[config.mk]
export PLATFORM = sky130hd
export DESIGN_NAME = rf_read_arbiter
export DESIGN_NICKNAME = d
export VERILOG_FILES = /design/src/rtl/rf_read_arbiter_pkg.sv /design/src/rtl/rf_read_arbiter_rr_pick.sv /design/src/rtl/rf_read_arbiter.sv
export SDC_FILE = /design/constraint.sdc
export NUM_CORES = 1
export LEC_CHECK = 0
export CAP_MARGIN = 20
export CORE_AREA = 2 2 105 107
export CTS_BUF_LIST = sky130_fd_sc_hd__clkbuf_2
export DETAILED_ROUTE_END_ITERATION = 12
export DIE_AREA = 0 0 107 109
export GPL_ROUTABILITY_DRIVEN = 0
export PLACE_DENSITY = 0.67
export SYNTH_ARGS = -nofsm -noshare
export SYNTH_HDL_FRONTEND = slang
export SYNTH_SLANG_ARGS = --single-unit
[constraint.sdc]
create_clock -name clk -period 1.55 [get_ports clk]
set_clock_uncertainty 0.15 [all_clocks]
set_input_delay 0.155 -clock clk [delete_from_list [all_inputs] [get_ports clk]]
set_output_delay 0.155 -clock clk [all_outputs]
set_load 0.03 [all_outputs]
[src/rtl/rf_read_arbiter_pkg.sv]
// Package: rf_read_arbiter_pkg
// Purpose: shared types and constants for the register-file read-port arbiter.
//   - mem_read_req_t / mem_read_rsp_t : one regfile read port request/response
//   - rfa_state_t                     : arbiter FSM states
//   - RF_READ_PORTS                   : number of regfile read ports (rs1, rs2)
//   - has_active_port()               : helper, true when either port of a requester is enabled
package rf_read_arbiter_pkg;

  localparam int RF_READ_PORTS = 2;
  localparam int RF_ADDR_W     = 5;
  localparam int RF_DATA_W     = 32;
  localparam int RF_MASK_W     = 4;

  typedef struct packed {
    logic                 en;
    logic [RF_ADDR_W-1:0] addr;
    logic [RF_MASK_W-1:0] mask;
  } mem_read_req_t;

  typedef struct packed {
    logic                 done;
    logic                 valid;
    logic [RF_DATA_W-1:0] data;
  } mem_read_rsp_t;

  typedef enum logic {RFA_IDLE, RFA_BUSY} rfa_state_t;

  function automatic logic has_active_port(input mem_read_req_t rs1, input mem_read_req_t rs2);
    return rs1.en | rs2.en;
  endfunction

endpackage

[src/rtl/rf_read_arbiter_rr_pick.sv]
// Module: rr_pick
// Purpose: combinational round-robin picker. Finds the first set bit of 'active'
//   at or after 'start', wrapping modulo N. Also intended for the write-port arbiter.
// Ports:
//   active  in  N      request vector
//   start   in  IDX_W  index with highest priority
//   found   out 1      at least one bit of 'active' is set
//   idx     out IDX_W  chosen index (0 when nothing found)
module rr_pick #(
  parameter int N     = 2,
  parameter int IDX_W = $clog2(N)
) (
  input  logic [N-1:0]     active,
  input  logic [IDX_W-1:0] start,
  output logic             found,
  output logic [IDX_W-1:0] idx
);

  logic [IDX_W-1:0] cand;

  // Scan from the farthest candidate back to 'start' so the last hit written is
  // the nearest one, which gives the round-robin priority without a break.
  always_comb begin
    found = 1'b0;
    idx   = '0;
    cand  = '0;
    for (int i = N - 1; i >= 0; i--) begin
      cand = IDX_W'((int'(start) + i) % N);
      if (active[cand]) begin
        found = 1'b1;
        idx   = cand;
      end
    end
  end

endmodule

[src/rtl/rf_read_arbiter.sv]
// Module: rf_read_arbiter
// Purpose: shares the regfile's two read ports between NUM_REQ decode requesters.
//   The owner gets both ports together, so its rs1/rs2 pair is read atomically.
//   Grants are round-robin and each grant is held until every enabled port reports done.
// Ports:
//   clk       in   1                      clock
//   rst       in   1                      synchronous active-high reset
//   req_i     in   [NUM_REQ][2] requests  per-requester rs1/rs2 read requests
//   rsp_o     out  [NUM_REQ][2] responses per-requester responses
//   rf_req_o  out  [2] requests           registered requests to regfile ports 0/1
//   rf_rsp_i  in   [2] responses          responses from regfile ports 0/1
//   gnt_o     out  NUM_REQ                one-hot current owner, zero when idle
//   busy_o    out  1                      a transaction is in progress
module rf_read_arbiter
  import rf_read_arbiter_pkg::*;
#(
  parameter int NUM_REQ = 2
) (
  input  logic          clk,
  input  logic          rst,
  input  mem_read_req_t req_i    [NUM_REQ][RF_READ_PORTS],
  output mem_read_rsp_t rsp_o    [NUM_REQ][RF_READ_PORTS],
  output mem_read_req_t rf_req_o [RF_READ_PORTS],
  input  mem_read_rsp_t rf_rsp_i [RF_READ_PORTS],
  output logic [NUM_REQ-1:0] gnt_o,
  output logic          busy_o
);

  localparam int IDX_W = $clog2(NUM_REQ);

  rfa_state_t          state, next_state;
  logic [IDX_W-1:0]    rr_ptr, owner, pick_idx, rr_next;
  logic [NUM_REQ-1:0]  active, gnt;
  logic                pick_found;
  mem_read_req_t       latched [RF_READ_PORTS];
  logic [RF_READ_PORTS-1:0] port_done;
  logic                all_done;

  always_comb begin
    active = '0;
    for (int r = 0; r < NUM_REQ; r++) begin
      active[r] = has_active_port(req_i[r][0], req_i[r][1]);
    end
  end

  rr_pick #(.N(NUM_REQ), .IDX_W(IDX_W)) u_pick (
    .active(active),
    .start (rr_ptr),
    .found (pick_found),
    .idx   (pick_idx)
  );

  // A port that was never enabled counts as already done.
  always_comb begin
    port_done = '0;
    for (int p = 0; p < RF_READ_PORTS; p++) begin
      port_done[p] = !latched[p].en | rf_rsp_i[p].done;
    end
    all_done = &port_done;
    rr_next  = (pick_idx == IDX_W'(NUM_REQ - 1)) ? '0 : pick_idx + 1'b1;
  end

  always_comb begin
    next_state = state;
    case (state)
      RFA_IDLE: if (pick_found) next_state = RFA_BUSY;
      RFA_BUSY: if (all_done)   next_state = RFA_IDLE;
      default:  next_state = RFA_IDLE;
    endcase
  end

  // The requests are copied at grant time so the regfile sees a stable request
  // even if the owner changes or drops req_i during the transaction.
  always_ff @(posedge clk) begin
    if (rst) begin
      state  <= RFA_IDLE;
      rr_ptr <= '0;
      owner  <= '0;
      gnt    <= '0;
      for (int p = 0; p < RF_READ_PORTS; p++) begin
        latched[p] <= '0;
      end
    end else begin
      state <= next_state;
      case (state)
        RFA_IDLE: begin
          if (pick_found) begin
            owner  <= pick_idx;
            gnt    <= NUM_REQ'(1) << pick_idx;
            rr_ptr <= rr_next;
            for (int p = 0; p < RF_READ_PORTS; p++) begin
              latched[p] <= req_i[pick_idx][p];
            end
          end
        end
        RFA_BUSY: begin
          if (all_done) begin
            gnt <= '0;
            for (int p = 0; p < RF_READ_PORTS; p++) begin
              latched[p].en <= 1'b0;
            end
          end
        end
        default: ;
      endcase
    end
  end

  assign rf_req_o = latched;
  assign gnt_o    = gnt;
  assign busy_o   = (state == RFA_BUSY);

  // Only the owner sees regfile responses; a port it did not enable reports an
  // immediate, data-less done so the requester can treat both ports uniformly.
  always_comb begin
    for (int r = 0; r < NUM_REQ; r++) begin
      for (int p = 0; p < RF_READ_PORTS; p++) begin
        rsp_o[r][p] = '0;
        if (state == RFA_BUSY && IDX_W'(r) == owner) begin
          if (latched[p].en) begin
            rsp_o[r][p] = rf_rsp_i[p];
          end else begin
            rsp_o[r][p].done = 1'b1;
          end
        end
      end
    end
  end

endmodule

# == Yosys cells after proc, flatten, opt, wreduce, memory -nomap -nowiden ==
# Index checks and enable logic that the tools add are counted.
# word_totals
mem_count,0
out_inout_bits,159
latch_bits,0
ff_bits,25
mem_bits_rw,0
romBits,0
inputBits,110
# classes
bitwise,7
n_mul,0
n_eq_ne,2
n_div,0
shifts,1
n_reduce_logical,7
n_lt_le_gt_ge,3
add_sub_neg,2
n_mux,30
# ops
cell,count
$mux W34,4
$mux W20,4
$mux W33,2
$mux W1,14
$pmux W1 S2,3
$reduce_and A2 Y1,3
$lt A1 B2 Y1 const B,2
$mux W2,2
$or A1 B1 Y1,4
$pmux W2 S2,1
$add A1 B1 Y1 const B,2
$ge A2 B2 Y1 const B,1
$logic_and A1 B1 Y1,2
$logic_not A1 Y1,2
$ne A2 B1 Y1 const B,1
$ne A2 B2 Y1 const B,1
$not A1 Y1,2
$not A1 Y2,1
$shl A1 B1 Y2 const A,1

# == Logic depth before layout (Yosys ltp) ==
# depth
word_depth,11
ltp_mapped,5
depth_no_buf,3

# == Cells and area by module ==
# From an unflattened synthesis, not the netlist that was laid out.
# unflattened
hier_cells,346
hier_area_um2,2024.4
# modules_own_cells
mod,area_per_inst_um2,n_inst,seq_area_each_um2,cells_per_inst
rf_read_arbiter,2006.9,1,500.5,343
rr_pick,17.5,1,0.0,3

# == Least setup slack after synthesis ==
# No wires, ideal clock.
# synth_timing
kind,reg2out
start,register state (netlist: busy_o)
end,output port rsp_o[100] (netlist bit)
arrival_time_ps,1654
n_path_buf,3
slack_ps,-409
required_ps,1245
path_stages_with_launch,6
path_cell_list,dfxtp_1 nand2b_1 clkbuf_1 clkbuf_1 buf_1 nor2_1
# synth_lines
item,line,rtl
start: declaration,rf_read_arbiter.sv:31,"rfa_state_t state, next_state;"
start signal: assignment,rf_read_arbiter.sv:84,state <= next_state;
end: declaration,rf_read_arbiter.sv:22,"output mem_read_rsp_t rsp_o [NUM_REQ][RF_READ_PORTS],"

==> Flow_metrics.wiki <==
{| class="wikitable"
! Metric !! Value
|-
| Cells along the critical path || nand2b_4, buf_4, buf_12, nor2_2, buf_12
|-
| Flip-flop and latch count after synthesis || 25
|-
| Initial antenna violation count || 0
|-
| Vias in the first global route || approximately 3500
|-
| Area of the multi-input gates || 2780 µm²
|-
| Floorplan core area || between 10000 and 15000 µm²
|-
| Unrepaired setup endpoints after global routing || yes
|-
| DRT Wirelength || 15.1 mm
|-
| Class of the most critical setup path || flop to output port
|-
| Global-route total usage across every layer || between 20% and 30%
|-
| Final count of negative-setup-slack endpoints || around 160
|-
| Max-slew headroom || 76.1%
|-
| Master of the slowest instance on the critical path || dfxtp_2
|-
| Peak supply drop || 0.396 mV
|-
| Synth area leader || nor2_1
|-
| Final period utilization || 122%
|-
| Sequential standard cell area || 513 µm²
|-
| Final worst slack || -0.335 ns
|-
| Number of buffers created by CTS || 3
|-
| Achievable frequency || approximately 530 MHz
|-
| Wire length of the first global-routing pass || 18.6 mm
|-
| Area Growth Syn to Fin || 278%
|-
| Clock transition at the register clock pins on the worst setup and hold paths after CTS || around 0.23 ns
|-
| Share of the synthesized area in the top cell type || 26.3%
|-
| GRT Residual Overflow || 0
|-
| Startpoint class of the critical path || flop
|-
| Number of unique standard cell types used by synthesis || 28
|-
| Pre-Repair DR Iteration Count || 4
|-
| N_diodes || 0
|-
| Die Area || 11700 µm²
|-
| Share of post-route cells with drive strength above 1 || 69.5%
|-
| Number of nets with antenna violations after routing || 0
|-
| Max-capacitance violation count || 0
|-
| Crit path time final || 1.89 ns
|-
| Crit path capture type || output port
|-
| Average wire length per cell after detail routing || 19.3 µm
|-
| Mapped Avg Cell Area || 6.03 µm²
|-
| Total number of placement rows || 38
|-
| Syn nets || 441
|-
| TritonCTS clock tree || done
|-
| Count of input and output buffers || 268
|-
| Sequential share of the synthesized area || 25.1%
|-
| Leakage component of the power || 3.03 nW
|-
| CP max FO || 8
|-
| Instance count of the mapped netlist || 331
|-
| Minimum hold slack || approximately 0.25 ns
|-
| Number of hold buffers added after cts || 0
|-
| Via Count || around 3700
|-
| Most used flip-flop cell after synthesis || dfxtp_1
|-
| Fin. max-slew vios || 0
|-
| Iteration-0 DRC Markers || 101
|-
| Worst-Margin Slew || 0.359 ns
|-
| Fillers || 726
|-
| Top-Level Pins || 269
|-
| Clock Sink Count || 25
|-
| Maximum count of clock buffers along a single path || 2
|-
| Starting density of the core || 18.8%
|-
| Vertical extent of the die || roughly 110 µm
|-
| H-tree depth || 1
|-
| CP Data Required Time || 1.24 ns
|-
| Status || complete, but fails checks
|-
| CP peak stage delay || 0.41 ns
|-
| Syn Std Cell Area || 2000 µm²
|-
| Ys async rst share || 0%
|-
| Power per cell area || around 460 nW/µm²
|-
| Most prevalent standard cell on the critical path || buf_12
|-
| EDFF count, synth || 0
|-
| Clk_lat worst skew || 0.34 ns
|-
| Violations in the final reports || setup timing
|-
| Maximum number of pins on one net before global-route repair || 25
|-
| Width of the die || 107 µm
|-
| Final nets || 754
|-
| Clock root buffer || clkbuf_2
|-
| Hold Violations, Final || 0
|-
| Via-per-instance ratio || 4.71
|-
| Arrival @ worst endpoint || approximately 1.6 ns
|-
| Post-place setup slack || -0.406 ns
|-
| Warning count from the yosys run || 0
|-
| DRC violations left || 0
|-
| Type of the most critical hold path || input port to flop
|-
| Dpl hpwl || roughly 9 mm
|-
| Cell types occupying the most area after synthesis || nor2_1 (26%), dfxtp_1 (25%), nand2_1 (13%), a221o_2 (10%), nor4b_1 (7.9%)
|}
## worst paths after layout
| path | startpoint | end | slack, ns | depth (start not counted) |
|---|---|---|---|---|
| worst max register to register | busy_o$_SDFF_PP0_ | rf_req_o[11]$_SDFFE_PP0P_ | -0.03 | 5 |
| worst max-delay path | owner$_SDFFE_PP0P_ | rsp_o[124] | -0.34 | 5 |
| worst min register to register | gnt_o[0]$_SDFFE_PP0P_ | gnt_o[0]$_SDFFE_PP0P_ | 0.37 | 1 |
| worst min-delay path | req_i[27] | rf_req_o[7]$_SDFFE_PP0P_ | 0.25 | 2 |
## critical path, delay by kind of cell, from the launching register on
| kind | cells | cell delay (ns) |
|---|---|---|
| and+or+nand+nor | 2 | 0.37 |
| DFF | 1 | 0.41 |
| buffers and inverters | 3 | 0.45 |
## cell usage in the layout, fill, tap and decap left out, types with 2 or more instances in the layout
master | Yosys | final
nor2_4 | 0 | 101
dlygate4sd2_1 | 0 | 20
a21oi_1 | 3 | 3
or3_1 | 2 | 2
a32o_1 | 2 | 2
buf_6 | 1 | 124
a221o_2 | 18 | 18
nand2_8 | 0 | 3
a31o_2 | 2 | 2
clkbuf_2 | 0 | 3
buf_4 | 0 | 36
nand2_2 | 0 | 30
buf_16 | 0 | 10
nand2_4 | 0 | 27
nor4b_4 | 0 | 16
buf_8 | 0 | 3
nor4b_2 | 0 | 2
buf_12 | 0 | 24
o21a_1 | 2 | 2
o21ai_0 | 2 | 2
nor2_1 | 140 | 20
dfxtp_1 | 25 | 21
nor2b_2 | 0 | 2
clkdlybuf4s50_1 | 0 | 109
nor2_2 | 0 | 19
o21ba_4 | 0 | 2
clkbuf_16 | 0 | 13
nand2_1 | 70 | 10
dfxtp_4 | 0 | 3
## cells by family (layout without fill, tap and decap cells)
| kind of cell | after synthesis | in the layout | share of synthesized area (%) |
|---|---|---|---|
| compound gates | 34 | 35 | 16.6 |
| buf+inv | 34 | 345 | 7.02 |
| flops | 25 | 25 | 25.1 |
| simple gates | 238 | 238 | 51.3 |
## flip-flops by register name, indices dropped and copies added (netlist names)
register / flops
rf_req_o: 20
rr_ptr: 1
owner: 1
gnt_o: 2
busy_o: 1
## cell type report
cell class                 count  area share [%]
tap                          140            2.32
clock inverter                 1          0.0663
inverter                       2          0.0994
timing repair buffer         339            53.7
multi-input combinational    273            36.8
sequential                    25            6.79
clock buffer                   3           0.199
## power breakdown
group	total (mW)	switching, mW	internal (mW)
registers	0.778	0.0598	0.718
logic	2.46	1.27	1.19
clock network	0.253	0.194	0.0585
total	3.49	1.53	1.96
## repair_timing
action | in CTS | in global routing
setup endpoints to repair | 176 | 161
gates cloned | 9 | 16
gates resized for setup | 214 | 202
buffers inserted | 15 | 7
pin swaps | 19 | 46
## cells in the mapped netlist, types with 2 or more instances
cell type	n
clkbuf_1	22
a31o_2	2
o21a_1	2
a221o_2	18
nor2_1	140
or3_1	2
a32o_1	2
dfxtp_1	25
nand2_1	70
nor2b_1	2
buf_1	5
o21ai_0	2
inv_1	2
nor4b_1	18
a21oi_1	3
buf_2	4
## per-layer routing
layer	GRT usage, %	vias up	part of all wire, %
met3	3.83	8	6.0
met5	0	-	0
met1	23.3	1794	39
met2	38.4	157	55
li1	-	1726	-
met4	3.43	0	0.75
## through the flow
| step | power (mW) | TNS [ns] | cells | util, % | area, µm² |
|---|---|---|---|---|---|
| after global routing | 3.63 | -40.26 | 783 | 71.2 | 7550 |
| final | 3.49 | -29.80 | 783 | 71.2 | 7550 |
| after CTS | 3.01 | -29.92 | 761 | 58.9 | 6240 |
| after global placement | 2.35 | -9.25 | 733 | 48.7 | 5160 |
| after detailed placement | 2.37 | -9.61 | 733 | 48.7 | 5160 |
| after floorplan | 1.61 | -11.98 | 331 | - | 2470 |
Power figures use the tool's default switching activity.
